## config.mk

```make
export PLATFORM = sky130hd
export DESIGN_NAME = writeback_arbiter
export DESIGN_NICKNAME = d
export VERILOG_FILES = /design/src/rtl/writeback_arbiter.sv
export SDC_FILE = /design/constraint.sdc
export NUM_CORES = 1
export LEC_CHECK = 0
export BUFFER_PORTS_ARGS = -buffer_cell sky130_fd_sc_hd__buf_2
export CAP_MARGIN = 40
export CORE_UTILIZATION = 57
export CTS_BUF_LIST = sky130_fd_sc_hd__clkbuf_4
export CTS_CLUSTER_DIAMETER = 30
export DETAILED_ROUTE_END_ITERATION = 8
export HOLD_SLACK_MARGIN = 0.06
export PLACE_DENSITY = 0.83
export RECOVER_POWER = 25
export SLEW_MARGIN = 15
export SYNTH_ARGS = -nofsm -noshare
export SYNTH_HDL_FRONTEND = slang
export SYNTH_SLANG_ARGS = --single-unit
```

## constraint.sdc

```tcl
create_clock -name clock -period 2.8 [get_ports clock]
set_clock_uncertainty 0.1 [all_clocks]
set_input_delay 0.56 -clock clock [delete_from_list [all_inputs] [get_ports clock]]
set_output_delay 0.56 -clock clock [all_outputs]
set_load 0.02 [all_outputs]
```

## src/rtl/writeback_arbiter.sv

```systemverilog
// Register-file write-port arbiter: ALU results win, multdiv results queue behind them.
// Define WB_BYPASS_EN to enable the read-port bypass outputs (tied to 0 otherwise).
module writeback_arbiter #(
    parameter int DEPTH = 4
) (
    input  logic        clock,
    input  logic        ctrl_reset_n,
    input  logic        alu_wb_valid,
    input  logic [4:0]  alu_wb_reg,
    input  logic [31:0] alu_wb_data,
    input  logic        md_valid,
    input  logic [4:0]  md_reg,
    input  logic [31:0] md_data,
    output logic        md_ready,
    output logic        ctrl_writeEnable,
    output logic [4:0]  ctrl_writeReg,
    output logic [31:0] data_writeReg,
    input  logic [4:0]  ctrl_readRegA,
    input  logic [4:0]  ctrl_readRegB,
    output logic        fwd_hitA,
    output logic        fwd_hitB,
    output logic [31:0] fwd_dataA,
    output logic [31:0] fwd_dataB
);
    localparam int PW = $clog2(DEPTH);
    localparam int CW = PW + 1;

    logic [4:0]    r_q_reg  [DEPTH];
    logic [31:0]   r_q_data [DEPTH];
    logic [DEPTH-1:0] r_q_sq;
    logic [PW-1:0] r_wr_ptr;
    logic [PW-1:0] r_rd_ptr;
    logic [CW-1:0] r_count;
    logic          r_we;
    logic [4:0]    r_wreg;
    logic [31:0]   r_wdata;

    logic          w_md_live;
    logic          w_alu_take;
    logic          w_empty;
    logic          w_pop;
    logic          w_bypass;
    logic          w_push;
    logic          w_we_nxt;
    logic [4:0]    w_wreg_nxt;
    logic [31:0]   w_wdata_nxt;

    assign md_ready   = (r_count < CW'(DEPTH));
    assign w_md_live  = md_valid & md_ready & (md_reg != 5'd0);
    assign w_alu_take = alu_wb_valid & (alu_wb_reg != 5'd0);
    assign w_empty    = (r_count == CW'(0));
    assign w_pop      = ~w_alu_take & ~w_empty;
    // An md result arriving to an idle arbiter goes straight to the output stage.
    assign w_bypass   = ~w_alu_take & w_empty & w_md_live;
    assign w_push     = w_md_live & ~w_bypass;

    // Select the write for the output stage: ALU, then queue head, then direct md.
    always_comb begin
        w_we_nxt    = 1'b0;
        w_wreg_nxt  = 5'd0;
        w_wdata_nxt = 32'd0;
        if (w_alu_take) begin
            w_we_nxt    = 1'b1;
            w_wreg_nxt  = alu_wb_reg;
            w_wdata_nxt = alu_wb_data;
        end else if (w_pop) begin
            if (!r_q_sq[r_rd_ptr]) begin
                w_we_nxt    = 1'b1;
                w_wreg_nxt  = r_q_reg[r_rd_ptr];
                w_wdata_nxt = r_q_data[r_rd_ptr];
            end else begin
                w_we_nxt    = 1'b0;
            end
        end else if (w_bypass) begin
            w_we_nxt    = 1'b1;
            w_wreg_nxt  = md_reg;
            w_wdata_nxt = md_data;
        end else begin
            w_we_nxt    = 1'b0;
        end
    end

    // Registered write port.
    always_ff @(posedge clock or negedge ctrl_reset_n) begin
        if (!ctrl_reset_n) begin
            r_we    <= 1'b0;
            r_wreg  <= 5'd0;
            r_wdata <= 32'd0;
        end else begin
            r_we    <= w_we_nxt;
            r_wreg  <= w_wreg_nxt;
            r_wdata <= w_wdata_nxt;
        end
    end

    // Queue storage; the squash loop runs before the push so a same-cycle md entry stays live.
    always_ff @(posedge clock or negedge ctrl_reset_n) begin
        if (!ctrl_reset_n) begin
            for (int i = 0; i < DEPTH; i++) begin
                r_q_reg[i]  <= 5'd0;
                r_q_data[i] <= 32'd0;
            end
            r_q_sq <= '0;
        end else begin
            for (int i = 0; i < DEPTH; i++) begin
                if (w_alu_take && (r_q_reg[i] == alu_wb_reg)) begin
                    r_q_sq[i] <= 1'b1;
                end
            end
            if (w_push) begin
                r_q_reg[r_wr_ptr]  <= md_reg;
                r_q_data[r_wr_ptr] <= md_data;
                r_q_sq[r_wr_ptr]   <= 1'b0;
            end
        end
    end

    // Pointers wrap naturally because DEPTH is a power of two.
    always_ff @(posedge clock or negedge ctrl_reset_n) begin
        if (!ctrl_reset_n) begin
            r_wr_ptr <= '0;
            r_rd_ptr <= '0;
            r_count  <= '0;
        end else begin
            if (w_push) begin
                r_wr_ptr <= r_wr_ptr + PW'(1);
            end
            if (w_pop) begin
                r_rd_ptr <= r_rd_ptr + PW'(1);
            end
            case ({w_push, w_pop})
                2'b10:   r_count <= r_count + CW'(1);
                2'b01:   r_count <= r_count - CW'(1);
                default: r_count <= r_count;
            endcase
        end
    end

    assign ctrl_writeEnable = r_we;
    assign ctrl_writeReg    = r_wreg;
    assign data_writeReg    = r_wdata;

`ifdef WB_BYPASS_EN
    assign fwd_hitA  = r_we & (ctrl_readRegA == r_wreg);
    assign fwd_hitB  = r_we & (ctrl_readRegB == r_wreg);
    assign fwd_dataA = fwd_hitA ? r_wdata : 32'd0;
    assign fwd_dataB = fwd_hitB ? r_wdata : 32'd0;
`else
    logic w_unused_rd;
    assign w_unused_rd = ^{ctrl_readRegA, ctrl_readRegB};
    assign fwd_hitA  = 1'b0;
    assign fwd_hitB  = 1'b0;
    assign fwd_dataA = 32'd0;
    assign fwd_dataB = 32'd0;
`endif

endmodule

```

* After elaboration in Yosys (flattened, before gate mapping)
Index checks and enable logic that the tools add are counted.
Word-level totals: memory bits (writable) 0, memories kept 0, ROM bits 0, input port bits 88, flip-flop bits (word level) 197, bits in latches 0
Cells by class: bitwise logic cells 14, $lt $le $gt $ge 7, multiply operators 0, add/sub/neg operators 4, div/mod/pow operators 0, reduce and logical (&&, ||, !) cells 10, eq/ne operators 6, mux-type cells 34, shifts and indexed selects 0
Operators with widths (number):
- $mux W32 | 7
- $bwmux W128 | 1
- $bmux W32 S2 | 1
- $demux W32 S2 | 1
- $mux W5 | 7
- $bwmux W20 | 1
- $eq A5 B5 Y1 | 4
- $bmux W5 S2 | 1
- $demux W5 S2 | 1
- $mux W1 | 10
- $reduce_bool A5 Y1 | 2
- $and A1 B1 Y1 | 7
- $ge A3 B3 Y1 const B | 2
- $logic_and A1 B1 Y1 | 6
- $lt A2 B3 Y1 const B | 2
- $not A2 Y3 | 2
- $pmux W3 S2 | 1
- $add A2 B1 Y2 const B | 2
- $and A4 B4 Y4 | 1
- $mux W4 | 1
- $not A4 Y4 | 1
- $add A3 B1 Y3 const B | 1
- $logic_not A3 Y1 | 1
- $lt A3 B1 Y1 const B | 1
- other kinds (9) | 11

* Depth between registers and ports, before layout
Gate-level depths: netlist of the first run.
word-level depth 9, gate-level depth with buffers 10

* Least setup slack after synthesis of the first run
OpenSTA, ideal clock, no wires.
path kind in2reg, start input alu_wb_reg[4], end register r_count[2], setup slack 84 ps, data arrival time 2537 ps, path buffers 1, required time 2620 ps, cell stages on the path 10, cell sequence buf_4 or4_4 o21a_4 nand2_1 ha_1 inv_1 fa_1 xor2_1 nor2_1 xnor2_1
Between the ends: longest elaborated chain between the ends 9, elaborated cells on any way between the ends 12
Ends and longest elaborated chain:
- from (decl) | line 9 | input logic [4:0] alu_wb_reg,
- $reduce_bool A5 Y1 * | line 50 | assign w_alu_take = alu_wb_valid & (alu_wb_reg != 5'd0);
- $and A1 B1 Y1 * | line 50
- $not A1 Y1 * | line 52, 54
- $and A1 B1 Y1 (2 in a row) | line 54 | assign w_bypass = ~w_alu_take & w_empty & w_md_live;
- $not A1 Y1 | line 55 | assign w_push = w_md_live & ~w_bypass;
- $and A1 B1 Y1 | line 55
- $eq A2 B1 Y1 or $eq A2 B2 Y1 (tied branches) | line 131 | case ({w_push, w_pop})
- $pmux W3 S2 or $reduce_bool A2 Y1 (tied branches)
- to (signal assigned) | line 132 | 2'b10: r_count <= r_count + CW'(1);
- to (signal assigned) | line 133 | 2'b01: r_count <= r_count - CW'(1);
- to (signal assigned) | line 134 | default: r_count <= r_count;
- to (decl) | line 33 | logic [CW-1:0] r_count;
Mark *: on every way between the ends. The rest lies on a longest branch, timed or not. A chain may end at the register's enable or synchronous reset.

* Worst setup path in the final report of the first run
start register r_count[0], end register r_count[2]
Between the ends: longest elaborated chain between the ends 8, elaborated cells on any way between the ends 16
Ends and longest elaborated chain:
- $lt A3 B3 Y1 | line 48 | assign md_ready = (r_count < CW'(DEPTH));
- $and A1 B1 Y1 (2 in a row) | line 49 | assign w_md_live = md_valid & md_ready & (md_reg != 5'd0);
- $and A1 B1 Y1 | line 54
- $not A1 Y1 | line 55
- $and A1 B1 Y1 | line 55
- $eq A2 B1 Y1 or $eq A2 B2 Y1 (tied branches) | line 131
- $pmux W3 S2 or $reduce_bool A2 Y1 (tied branches)
Parallel ways exist; a longest one is shown, timed or not.

==> summary.md, run 1 <==
The number of different library cells used by synthesis comes to 33. The logs give 0.5073 for the sequential cell area fraction in the yosys report and 0 for the aggregate global routing overflow. The worst hold path terminates at data_writeReg[10].

The floorplan has 47 rows. The post-synthesis async set-or-reset flop share was 1.000. The number of stages on the worst hold path was 2.

The cell depth of the worst flop-to-flop path works out to 9. The leading cell type in the layout, fill and taps excluded is sky130_fd_sc_hd__dfrtp_1. The worst setup path is launched from a flop. The number of synthesized flops with an enable pin was 0. In the routed layout, each cell is associated on average with a via count of 5.572.

In this run the number of H-tree levels came out at 4. For the final routed database, the setup TNS stands at 0 ns. The tools report the combined area of all synthesized cells as 0.009718 mm². The library cell occupying the most area in the post-synthesis netlist was sky130_fd_sc_hd__dfrtp_1.

The worst path in the final design needs a cycle of 2.500 ns, including I/O delays and setup. The finished cells cover 0.01077 mm². For the pin with the worst max-slew slack, the measured transition is 1.142 ns.

At the end of the flow, the number of nets in the layout was 863. The number of max-slew violations in the final report was 0. The run gives 955 as the cell total after placement. Among all flip-flop cells after synthesis, the most frequent one is sky130_fd_sc_hd__dfrtp_1.

For this run, design rule violations remaining after detail routing come to 0. After synthesis the netlist holds a flip-flop and latch count of 197. For the fmax, the log shows 0.3999 GHz. The post-synthesis to final-layout area growth is 10.84%. Detailed routing inserted a total of 5,594 vias. The via count of the first global-routing pass was 6,085; the arrival time at the worst endpoint was 2.92 ns.

The average wire per standard cell is 19.80 µm, and the initial antenna violation count is 2. The tools report the detailed-route wire length as 19.88 mm. TritonCTS built the clock tree. A synthesized cell averages 15.14 µm². Of all nets on the critical path, the largest fanout is 5. Setup repair after global routing left no endpoint under its margin. The worst register-to-register path ends at r_count[2]. In this run the vertical extent of the chip is 132.6 µm. Before CTS, the worst setup slack after placement is 0.05923 ns. The standard cell area after detailed placement is 0.01025 mm².

The path type of the worst min-delay path is input port to flop. The count of nets left with antenna violations once routing finished came out at 0. The worst-case IR drop observed on VDD is 0.4674 mV. 193 I/O pins were placed.

Final clock period utilization by the worst path: 0.8930. The worst setup path is of the flop to flop kind. The top cell types in the final layout, fill and taps aside, are sky130_fd_sc_hd__dfrtp_1 (195), sky130_fd_sc_hd__buf_2 (115), sky130_fd_sc_hd__mux2_4 (76), sky130_fd_sc_hd__mux2_2 (73), sky130_fd_sc_hd__conb_1 (66). For the number of setup violations in the final report, the log shows 0. In this run the critical register-to-register path is launched from r_count[0]. The logs give 0.2997 ns for the post-route worst setup slack and 3.22 ns for the worst path required time. The total area inside the core boundary comes to 0.01664 mm². Routability-driven placement finished with a final weighted congestion of 0.8807.

The flow ran to the end, and the final reports show no timing, DRC or antenna violations. The tightest slew margin relative to the limit was 0.2389; the total routing resource utilization after global routing was 0.2406. The flip-flop count of the largest register after layout is 128, and the die area is 0.01757 mm². STA classifies the critical path endpoint as a flop. For the starting density of the core, the log shows 0.5839. The number of warnings issued by yosys came out at 0. Gates resized during post-CTS repair numbered 0. The first detailed-routing pass ran for 5 iterations. The final hold violation count was 0; the maximum number of pins on one net before global-route repair was 84.

The total power density per cell area is 1084 mW/mm². The clock passes through at most 2 buffers. The tree built by TritonCTS fans out to 197 sinks. The tree is rooted in a sky130_fd_sc_hd__clkbuf_4. Counting the buffers created by CTS gives 17.

The wire-length estimate of the detail-placed layout is 12.59 mm. The setup slack of the most critical reg-to-reg path is 0.30 ns, and the fraction of layout instances using a drive strength above 1 is 0.4680. The total power after layout is 11.68 mW, and the final core area utilization is 0.6472. The first global-routing pass estimated 32.44 mm of wire. For this block, the initial DRC count from the detailed router was 357. The count of cells in the finished layout, fillers not included, comes to 1,004. During placement, the flow inserted port buffers numbering 116. The fraction of synthesized cell area taken by the top area cell type is 0.5073. The later-pin clock latency in the skew report came out at 0.60 ns.

After synthesis, the cell types taking the most area are sky130_fd_sc_hd__dfrtp_1 (51%), sky130_fd_sc_hd__mux2_4 (12%), sky130_fd_sc_hd__mux4_2 (8.8%), sky130_fd_sc_hd__mux2_2 (8.5%), sky130_fd_sc_hd__buf_4 (5.2%). The final worst hold slack is 0.09589 ns. The post-synthesis instance total is 642.

The launch point of the worst hold path is alu_wb_data[10]. In this run the horizontal extent of the chip is 132.6 µm. Clock-pin slew was measured on the worst setup and hold paths at 0.15 ns. The leakage power is 4.954 nW. The number of max-capacitance violations reported came out at 0.
## power by group
group	total (mW)	internal (mW)	switching, mW	leakage (nW)
clock network	1.80	0.820	0.982	0.178
logic	4.90	2.90	1.99	2.39
registers	4.98	4.19	0.791	2.39
## area by class of cell
| type | count | area [µm²] |
|---|---|---|
| repair buffers | 150 | 915.9 |
| inverters | 6 | 22.52 |
| clock inverters | 14 | 222.7 |
| clock buffers | 18 | 135.1 |
| fillers | 1192 | 5871 |
| flip-flops and latches | 197 | 4932 |
| diodes | 2 | 5.005 |
| multi-input cells | 397 | 4263 |
| well taps | 220 | 275.3 |
## worst max-delay path: stages, from the launching register on
cell                      delay (ns)
sky130_fd_sc_hd__dfrtp_1        0.46
sky130_fd_sc_hd__or4_1          0.55
sky130_fd_sc_hd__o21a_4         0.22
sky130_fd_sc_hd__nand2_1        0.08
sky130_fd_sc_hd__ha_1           0.19
sky130_fd_sc_hd__inv_1          0.07
sky130_fd_sc_hd__fa_1           0.37
sky130_fd_sc_hd__xor2_1         0.15
sky130_fd_sc_hd__nor2_1         0.12
sky130_fd_sc_hd__xnor2_1        0.13
## timing repair
item	4_1_cts	5_1_grt
hold buffers	7	7
hold endpoints to repair	48	7
setup buffers	0	0
## cell families after synthesis
group,after synthesis,synth area share
buffers and inverters,113,0.08098
and+or+nand+nor,64,0.04120
adders and majority gates,6,0.008498
muxes,188,0.2911
AOI/OAI and AO/OA,47,0.04712
DFF,197,0.5073
xor gates and xnor gates,26,0.02343
other,1,0.0003859
## synth_stat cells (2+ instances only)
master                     number
sky130_fd_sc_hd__nor2_1         8
sky130_fd_sc_hd__nor3_1         7
sky130_fd_sc_hd__mux4_2        38
sky130_fd_sc_hd__xnor2_1       12
sky130_fd_sc_hd__inv_1          6
sky130_fd_sc_hd__nand2_1        2
sky130_fd_sc_hd__o21a_1         2
sky130_fd_sc_hd__xor2_1        14
sky130_fd_sc_hd__dfrtp_1      197
sky130_fd_sc_hd__buf_2         11
sky130_fd_sc_hd__ha_1           5
sky130_fd_sc_hd__mux2_2        73
sky130_fd_sc_hd__mux2_4        76
sky130_fd_sc_hd__a41oi_1        4
sky130_fd_sc_hd__a221o_1       37
sky130_fd_sc_hd__and3_4         4
sky130_fd_sc_hd__buf_6         13
sky130_fd_sc_hd__clkbuf_1      14
sky130_fd_sc_hd__buf_1          2
sky130_fd_sc_hd__and2_1        37
sky130_fd_sc_hd__or4_1          2
sky130_fd_sc_hd__buf_4         67
## routing by layer
layer  vias to the layer above  track usage  routed length, µm
met5                         -            0                  0
met4                         0      0.07280                310
met3                        21      0.05364                897
met2                       199       0.4029              10170
met1                      2919       0.3148               8502
li1                       2455            -                  -
## worst max-delay path by stage
stage                        startpoint          to  slack, ns
after floorplan           alu_wb_reg[4]  r_count[2]       0.08
final                        r_count[0]  r_count[2]       0.30
after detailed placement  alu_wb_reg[1]  r_count[2]       0.06
after global placement    alu_wb_reg[1]  r_count[2]       0.08
after global routing         r_count[0]  r_count[2]       0.13
after CTS                    r_count[0]  r_count[2]       0.30
Note: power is estimated with default switching activity, not from simulation.
==> inputs of run 2 (changes only) <==
CORE_MARGIN = 4   (was unset)
==> summary.md, run 2 (synthesis gave the netlist of run 1 again) <==
For this run, the post-layout net count is 861. After detailed routing, the number of vias per cell comes to 5.615. Flip-flop count of the largest register after layout: 128. Measured in cells, the most critical reg-to-reg path has a length of 4. The area growth from synthesis to layout is 10.65%. The finished layout cell area is 0.01075 mm².

The logs give 0.3938 GHz for the fmax and 0.26 ns for the setup slack of the most critical reg-to-reg path. In this run the critical register-to-register path is captured at r_q_data[107]. Setup repair after global routing left no endpoint under its margin.

For the number of buffers added for setup after CTS, the log shows 0. The worst hold path belongs to the class input port to flop. In this design, the stage delay of the slowest critical-path cell is 0.82 ns.

The post-cts hold buffer count came out at 7. The tools report the type of destination of the critical path as a flop. The tools report the fill cell total of the finished layout as 1,190. Clock latency on the worst-skew pair, taken at its later pin, is 0.58 ns. Entering global routing, the biggest net connects 66 pins.

The leading cell type in the layout, fill and taps excluded is sky130_fd_sc_hd__dfrtp_1. The fraction of layout instances using a drive strength above 1 came out at 0.4698. The CTS clock-pin slew for the worst setup and hold paths is 0.16 ns.

For this block, the routed nets add up to 20.54 mm of wire. VDD sags by at most 0.4440 mV. The flow ran to the end, but the final reports show violations. Summed over all cells, the static leakage comes to 4.959 nW. The die covers 0.01920 mm².

Of all nets on the critical path, the largest fanout is 38. The run gives 2 as the initial antenna violation count. The core area came out at 0.01664 mm².

The root buffer cell chosen for the clock tree is sky130_fd_sc_hd__clkbuf_4. Total routing resource utilization after global routing: 0.2170. The top cell types in the final layout, fill and taps aside, are sky130_fd_sc_hd__dfrtp_1 (195), sky130_fd_sc_hd__buf_2 (115), sky130_fd_sc_hd__mux2_4 (76), sky130_fd_sc_hd__mux2_2 (73), sky130_fd_sc_hd__conb_1 (66).

For the first-pass GRT wire length, the log shows 32.99 mm. The final clock period utilization by the worst path is 0.9069, and the number of max-slew violations in the final report is 64. Once detail routing completed, the nets flagged for antenna violations numbered 0. The dominant delay contributor by cell family on the critical path is simple AND/OR/NAND/NOR gates. The congestion estimate from routability-driven global placement came to 0.8519.

The average wire per standard cell came out at 20.54 µm. The tools report the tightest slew margin relative to the limit as -0.1252. TritonCTS built the clock tree. Origin of the critical flop-to-flop path: r_count[2]. For the finished layout, the period the worst path requires is 2.539 ns. The number of setup violations in the final report is 0. The width of the die was 138.6 µm.

Walking the worst path, the cells encountered are nand2b_1 > a21oi_1 > and3_4 > mux2_2. The startpoint identified for the worst hold timing path is alu_wb_data[12]. The via count of the first global-routing pass came out at 6,131. The number of stages on the worst hold path is 2, and the overall via count from detail_route is 5,615. Worst min-delay path endpoint: data_writeReg[12]. The number of DRC markers in iteration 0 was 405. For the worst setup path, the data required time is 3.16 ns. The count of pins on the block boundary is 193, and the y dimension of the die is 138.6 µm. The starting density of the core is 0.5839, and the number of buffer cells added on primary ports is 116. The run gives 0 as the number of gates resized after cts. The run gives 2.90 ns as the arrival time at the worst endpoint. The CTS buffer count was 17. The checks that failed: max-capacitance violations, max-slew violations. The floorplan has 47 rows. Clock tree synthesis found a total of 197 sinks. After detailed placement, the total cell area comes to 0.01029 mm². The tools report the final hold violation count as 0. Cell with the largest stage delay on the worst path: sky130_fd_sc_hd__and3_4. Setup slack on the critical path of the routed design comes to 0.2606 ns. The element type at the critical path start is a flop.

For this design the ratio of total power to cell area is 1086 mW/mm². The first TritonRoute pass finished after 4 iterations. Setup total negative slack on the finished layout was measured at 0 ns.

Type of the worst setup path: flop to flop. The worst setup slack before clock tree synthesis was 0.06989 ns; the aggregate global routing overflow was 0. The actual slew at the worst max-slew pin works out to 1.688 ns. After detailed routing, the number of remaining DRC violations is 0. The longest clock path from root to sink contains 2 buffers.

The number of buffers and inverters on the critical path is 0. After layout, the design draws a total of 11.68 mW. The clock tree synthesis step divided the H-tree into 4 levels. Detailed placement finished with a half-perimeter wire length of 13.06 mm. The number of max-capacitance violations reported was 1.
[run 2: cell types whose count changed in the layout (fill, tap and decap cells not counted), sizes merged]
cell / before / now
clkinv: 1 / 6
dlygate4sd3: 14 / 10
clkinvlp: 4 / 1
inv: 10 / 7
buf: 135 / 137
diode: 2 / 1
[run 2: worst reg2reg max path, cell delays in order, from the launching register on]
cell,delay [ns]
sky130_fd_sc_hd__dfrtp_1,0.44
sky130_fd_sc_hd__nand2b_1,0.17
sky130_fd_sc_hd__a21oi_1,0.47
sky130_fd_sc_hd__and3_4,0.82
sky130_fd_sc_hd__mux2_2,0.42
[run 2: metrics by stage]
step           utilization  hold WS, ns  instances
6_report            0.6461       0.1071       1000
5_1_grt             0.6461      0.06007       1000
4_1_cts             0.6430      0.06085        995
3_5_place_dp        0.6183       0.3898        957
3_3_place_gp        0.6183       0.3833        957
2_1_floorplan            -       0.1644        707
[run 2: worst max path at each step]
stage	startpoint	end	slack, ns	cells past startpoint
final	r_count[2]	r_q_data[107]	0.26	4
after global placement	alu_wb_reg[1]	r_count[2]	0.08	10
after floorplan	alu_wb_reg[4]	r_count[2]	0.08	10
after global routing	r_count[2]	r_q_data[107]	0.11	4
after detailed placement	md_reg[0]	r_q_data[9]	0.07	5
after CTS	r_count[2]	r_q_data[63]	0.26	4
[run 2: cell type report]
cell class	count	area [µm²]	share of cell area
Sequential cell	197	4932	0.4587
Multi-Input combinational cell	397	4263	0.3964
Timing Repair Buffer	148	915.9	0.08518
Tap cell	220	275.3	0.02560
Clock inverter	13	206.4	0.01920
Clock buffer	18	135.1	0.01257
Inverter	6	22.52	0.002094
Antenna cell	1	2.502	0.0002327
[run 2: power breakdown]
part	internal [mW]	switching, mW
Combinational	2.95	1.97
Clock	0.805	0.948
Sequential	4.19	0.810
[run 2: per-layer routing]
layer  GRT usage  up-vias  part of all wire
li1            -     2448                 -
met1      0.2800     2926              0.41
met2      0.3690      209              0.52
met3     0.04345       30             0.056
met4     0.07644        2             0.016
met5           0        -           0.00063
